$ cat src/rtl/defines_pkg.sv
// defines_pkg: shared types for the control sequencer.
// Provides the sequencer state enum and a helper that classifies states as busy.
package defines_pkg;

    typedef enum logic [2:0] {
        S_IDLE,
        S_LOAD,
        S_PAD,
        S_READY,
        S_START,
        S_RUN
    } seq_state_t;

    function automatic logic is_busy(seq_state_t s);
        return !(s == S_IDLE || s == S_READY);
    endfunction

endpackage

$ cat src/rtl/ctrl_sequencer.sv
// ctrl_sequencer: loads a CTRL_DEPTH-word schedule into a buffer controller and runs it.
// Ports:
//   clk, rst_n                      clock, asynchronous active-low reset
//   load_req, cfg_valid, cfg_data   schedule load request and host word stream
//   cfg_ready                       word accepted this cycle
//   run_req, iter_count, abort      execution request, iterations (0 = forever), early stop
//   ctrl_in, load_ctrl              controller write data / write strobe
//   start_ctrl, stop_ctrl           controller run start / stop strobes
//   loaded, busy, done, iters_done  status
module ctrl_sequencer
    import defines_pkg::*;
#(
    parameter int CTRL_WIDTH = 24,
    parameter int CTRL_DEPTH = 48,
    parameter int ITER_W     = 16
) (
    input  logic                  clk,
    input  logic                  rst_n,
    input  logic                  load_req,
    input  logic                  cfg_valid,
    input  logic [CTRL_WIDTH-1:0] cfg_data,
    output logic                  cfg_ready,
    input  logic                  run_req,
    input  logic [ITER_W-1:0]     iter_count,
    input  logic                  abort,
    output logic [CTRL_WIDTH-1:0] ctrl_in,
    output logic                  load_ctrl,
    output logic                  start_ctrl,
    output logic                  stop_ctrl,
    output logic                  loaded,
    output logic                  busy,
    output logic                  done,
    output logic [ITER_W-1:0]     iters_done
);

    localparam int CW = $clog2(CTRL_DEPTH);
    localparam logic [CW-1:0] LAST = CW'(CTRL_DEPTH - 1);

    seq_state_t        state_q;
    logic [CW-1:0]     wcnt_q;
    logic [CW-1:0]     phase_q;
    logic [ITER_W-1:0] count_q;
    logic [ITER_W-1:0] iters_q;
    logic              loaded_q;
    logic              done_q;
    logic              abort_pend_q;
    logic              hs;
    logic              last_iter;

    assign cfg_ready  = state_q == S_LOAD;
    assign hs         = cfg_valid & cfg_ready;
    // PAD writes zeros so the controller write pointer wraps back to 0.
    assign load_ctrl  = hs | (state_q == S_PAD);
    assign ctrl_in    = (state_q == S_LOAD) ? cfg_data : '0;
    assign start_ctrl = state_q == S_START;
    // A zero count means run forever, so it never matches.
    assign last_iter  = (count_q != '0) && (ITER_W'(iters_q + 1'b1) == count_q);
    // Stopping only at the last phase leaves the controller read pointer at 0.
    assign stop_ctrl  = (state_q == S_RUN) && (phase_q == LAST) && (last_iter || abort_pend_q);
    assign loaded     = loaded_q;
    assign busy       = is_busy(state_q);
    assign done       = done_q;
    assign iters_done = iters_q;

    always_ff @(posedge clk or negedge rst_n) begin
        if (!rst_n) begin
            state_q      <= S_IDLE;
            wcnt_q       <= '0;
            phase_q      <= '0;
            count_q      <= '0;
            iters_q      <= '0;
            loaded_q     <= 1'b0;
            done_q       <= 1'b0;
            abort_pend_q <= 1'b0;
        end else begin
            done_q <= 1'b0;
            unique case (state_q)
                S_IDLE, S_READY: begin
                    if (load_req) begin
                        state_q  <= S_LOAD;
                        wcnt_q   <= '0;
                        loaded_q <= 1'b0;
                    end else if (state_q == S_READY && run_req) begin
                        state_q      <= S_START;
                        count_q      <= iter_count;
                        iters_q      <= '0;
                        phase_q      <= '0;
                        abort_pend_q <= 1'b0;
                    end
                end
                S_LOAD: begin
                    // Completion wins over a coincident abort: the schedule is whole.
                    if (hs && wcnt_q == LAST) begin
                        state_q  <= S_READY;
                        wcnt_q   <= '0;
                        loaded_q <= 1'b1;
                    end else begin
                        if (hs) wcnt_q <= wcnt_q + 1'b1;
                        if (abort) state_q <= S_PAD;
                    end
                end
                S_PAD: begin
                    if (wcnt_q == LAST) begin
                        state_q <= S_IDLE;
                        wcnt_q  <= '0;
                    end else begin
                        wcnt_q <= wcnt_q + 1'b1;
                    end
                end
                S_START: begin
                    state_q <= S_RUN;
                    phase_q <= CW'(1);
                    if (abort) abort_pend_q <= 1'b1;
                end
                S_RUN: begin
                    if (abort) abort_pend_q <= 1'b1;
                    phase_q <= (phase_q == LAST) ? '0 : phase_q + 1'b1;
                    if (phase_q == LAST && iters_q != '1) iters_q <= iters_q + 1'b1;
                    if (stop_ctrl) begin
                        state_q <= S_READY;
                        done_q  <= 1'b1;
                    end
                end
                default: state_q <= S_IDLE;
            endcase
        end
    end

endmodule

$ cat config.mk
export PLATFORM = sky130hd
export DESIGN_NAME = ctrl_sequencer
export DESIGN_NICKNAME = d
export VERILOG_FILES = /design/src/rtl/defines_pkg.sv /design/src/rtl/ctrl_sequencer.sv
export SDC_FILE = /design/constraint.sdc
export NUM_CORES = 1
export LEC_CHECK = 0
export CAP_MARGIN = 30
export CORE_ASPECT_RATIO = 0.7
export CORE_MARGIN = 2
export CORE_UTILIZATION = 40
export CTS_CLUSTER_DIAMETER = 120
export DETAILED_ROUTE_END_ITERATION = 16
export PLACE_DENSITY = 0.72
export SKIP_CTS_REPAIR_TIMING = 1
export SYNTH_ARGS = -nofsm -noshare
export SYNTH_HDL_FRONTEND = slang
export SYNTH_SLANG_ARGS = --single-unit
$ cat constraint.sdc
create_clock -name clk -period 5.3 [get_ports clk]
set_input_delay 1.06 -clock clk [delete_from_list [all_inputs] [get_ports clk]]
set_output_delay 1.06 -clock clk [all_outputs]
set_load 0.01 [all_outputs]
==> impl_metrics.env <==
export IMPL_status="finished, final reports clean"
export IMPL_intPower_mw=1.26
export IMPL_cellLeakagePower_nw=1.91
export IMPL_power_share_switching=0.434
export IMPL_drive_gt1_frac=0.0587
export IMPL_postPlaceCellArea_um2=4270
export IMPL_start_util=0.420
export IMPL_antenna_found_initial=0
export IMPL_hp_class="flip-flop to flip-flop"
export IMPL_worstSetupEndpointType="output pin"
export IMPL_critPathMaxFanout=14
export IMPL_pin_count=93
export IMPL_finalInstanceArea_um2=4420
export IMPL_antenna_left=0
export IMPL_h_tree_depth=2
export IMPL_synth_nets=450
export IMPL_maxCapViolations=0
export IMPL_clk_pin_slew_ns=0.07
export IMPL_report_final_setup_viol=0
export IMPL_fmax_mhz=226
export IMPL_routedWlPerCell_um=16.3
export IMPL_fin_crit_ns=4.43
export IMPL_wl_um=9420
export IMPL_cp_data_required_time_ns=4.24
export IMPL_via_per_inst=5.61
export IMPL_first_pass_iters=5
export IMPL_clockRootBuffer="clkbuf_16"
export IMPL_hold_ws_ns=0.477
export IMPL_clk_latency_ns=0.29
export IMPL_arrival_ns=3.37
export IMPL_grt_pass1_vias=2786
export IMPL_synth_top_family_by_area="simple AND/OR/NAND/NOR gates"
export IMPL_slew_headroom=0.457
export IMPL_netlist_top_cells_area="dfrtp_1 37%, nand2_1 7.8%, and3_1 5.2%"
export IMPL_cts_max_path_buffers=2
export IMPL_holdCritStartpoint="phase_q[5]"
export IMPL_finalHoldViolations=0
export IMPL_area_delta_synth_final_pct=30.8
export IMPL_rsz0062_at_grt="false"
export IMPL_synth_xor_area_frac=0.0441
export IMPL_core_rowCount=27
export IMPL_die_h_um=80.9
export IMPL_tightest_slew_ns=0.803
export IMPL_hpwl_um=7000
export IMPL_overflow=0
export IMPL_crit_type="flip-flop to output pin"
export IMPL_synth_seq_cells=50
export IMPL_die_area_um2=9210
export IMPL_die_x_um=114
export IMPL_r2r_start="iters_done[0]"
export IMPL_layout_nets=525
export IMPL_synth_simple_area_share=0.313
export IMPL_muxShareOfSynthArea=0.00926
export IMPL_gp_congestion=0.905
export IMPL_syn_area_um2=3380
export IMPL_grt_max_degree=51
export IMPL_synthCells=401
export IMPL_synthAdderAreaFrac=0.0111
export IMPL_yosys_most_used_dff="dfrtp_1"
export IMPL_fin_setup_tns_ns=0
export IMPL_avgSynthCellArea_um2=8.42
export IMPL_slew_viol_final=0
export IMPL_yosys_area_top_type_share=0.371
export IMPL_via_count=3241
export IMPL_finalCritPeriodShare=0.836
export IMPL_synth_compound_area_share=0.192
export IMPL_place_ws_ns=1.21
export IMPL_insertedDiodeCount=0
export IMPL_ys_types=65
export IMPL_pwr_share_comb=0.472
export IMPL_drt_iter0_drc=287
export IMPL_seqPwrFrac=0.380
export IMPL_async_flop_share=1.00
export IMPL_fin_ws_ns=0.868
export IMPL_synth_most_common_cell="nand2_1"
export IMPL_p_clk_frac=0.147
export IMPL_drc=0
export IMPL_ys_warn_count=0
export IMPL_synth_area_leader_cell="dfrtp_1"
export IMPL_grt_pass1_wl_um=14800
export IMPL_synth_yosys_seq_area_share=0.371
export IMPL_cp_start_kind="flip-flop"
export IMPL_p_per_area_nw_per_um2=503
export IMPL_numCtsBuffers=5
export IMPL_cts_sinks=50
export IMPL_core_area_um2=8040
export IMPL_vdd_drop_max_v=0.000225
export IMPL_skew_ns=0.00501
export IMPL_synth_edff_count=0
export IMPL_grt_total_usage=0.202
export IMPL_cts_tree="done"
export IMPL_power_switching_mw=0.964
export IMPL_netlist_top_cells_count="70 x nand2_1, 50 x dfrtp_1, 35 x nor2_1, 28 x and3_1, 28 x o21ai_0"
export IMPL_timing_critical_path_from="iters_done[0]"
export IMPL_port_buffers=92
## area by class of cell
class,instances,area [um2]
Clock inverter,3,23.8
Fill cell,746,3620
Tap cell,101,126
Timing Repair Buffer,95,938
Multi-Input combinational cell,316,1920
Clock buffer,5,125
Sequential cell,50,1250
Inverter,8,30.0
## metrics by stage
step / power, mW / utilization / instances
after floorplan: 1.47 / - / 401
after global placement: 1.86 / 0.531 / 570
after detailed placement: 1.88 / 0.531 / 570
after CTS: 2.22 / 0.549 / 578
after global routing: 2.38 / 0.549 / 578
final: 2.22 / 0.549 / 578
## power by group through the flow
stage / clock (mW) / combinational, mW / sequential, mW
floorplan: 0 / 0.755 / 0.716
CTS: 0.332 / 1.05 / 0.834
global route: 0.350 / 1.16 / 0.873
detailed placement: 0 / 1.04 / 0.839
global placement: 0 / 1.02 / 0.830
finish: 0.327 / 1.05 / 0.845
## state kept, by name, summed over array words and instances (netlist names)
signal / flops
count_q: 16
iters_done: 16
phase_q: 6
wcnt_q: 6
state_q: 3
abort_pend_q: 1
done: 1
loaded: 1
## critical path, stage by stage, from the launching register on
cell and delay [ns]:
dfrtp_1 0.54, ha_1 0.33, nand3_2 0.32, or3_1 0.45, a32o_1 0.28, a221oi_2 0.30, a211oi_2 0.08, a31oi_4 0.21
nor2_1 0.07, clkdlybuf4s50_1 0.50
## path summary, 6_finish.rpt
check	end	slack [ns]	depth (start not counted)
setup / recovery	stop_ctrl	0.87	9
hold / removal	phase_q[5]	0.48	1
setup reg to reg	iters_done[10]	2.26	8
hold reg to reg	phase_q[5]	0.48	1
max in group asynchronous	wcnt_q[5]	4.01	2
min in group asynchronous	count_q[0]	0.87	2
## metal layers
layer,track usage,part of all wire,vias up
li1,-,-,1601
met1,0.331,0.51,1546
met2,0.275,0.42,87
met3,0.0328,0.056,7
met4,0.0366,0.0063,0
met5,0,0,-
## cell families (layout without fill, tap and decap cells)
group | Yosys count | after routing
AND/OR/NAND/NOR | 200 | 200
AO/OA/AOI/OAI | 93 | 93
flip-flops | 50 | 50
buffers and inverters | 35 | 111
XOR/XNOR | 17 | 17
adder cells (fa/ha/maj) | 3 | 3
multiplexers | 3 | 3
## placed cells by master (no fill, tap or decap), types with 3 or more instances in the layout
master and count:
a211oi_1 4, a21oi_1 10, a31oi_1 3, and3_1 28
and4_1 3, buf_4 3, clkbuf_16 5, clkdlybuf4s50_1 91
dfrtp_1 50, ha_1 3, inv_1 7, nand2_1 70
nand2b_1 3, nand3_1 9, nand4_1 8, nor2_1 35
nor2b_1 11, nor3_1 4, nor4_1 8, o21ai_0 28
o21ai_1 9, o31ai_1 8, o32a_1 3, o41ai_1 5
or3_1 3, xnor2_1 12, xor2_1 5
Power figures use the tool's default switching activity.
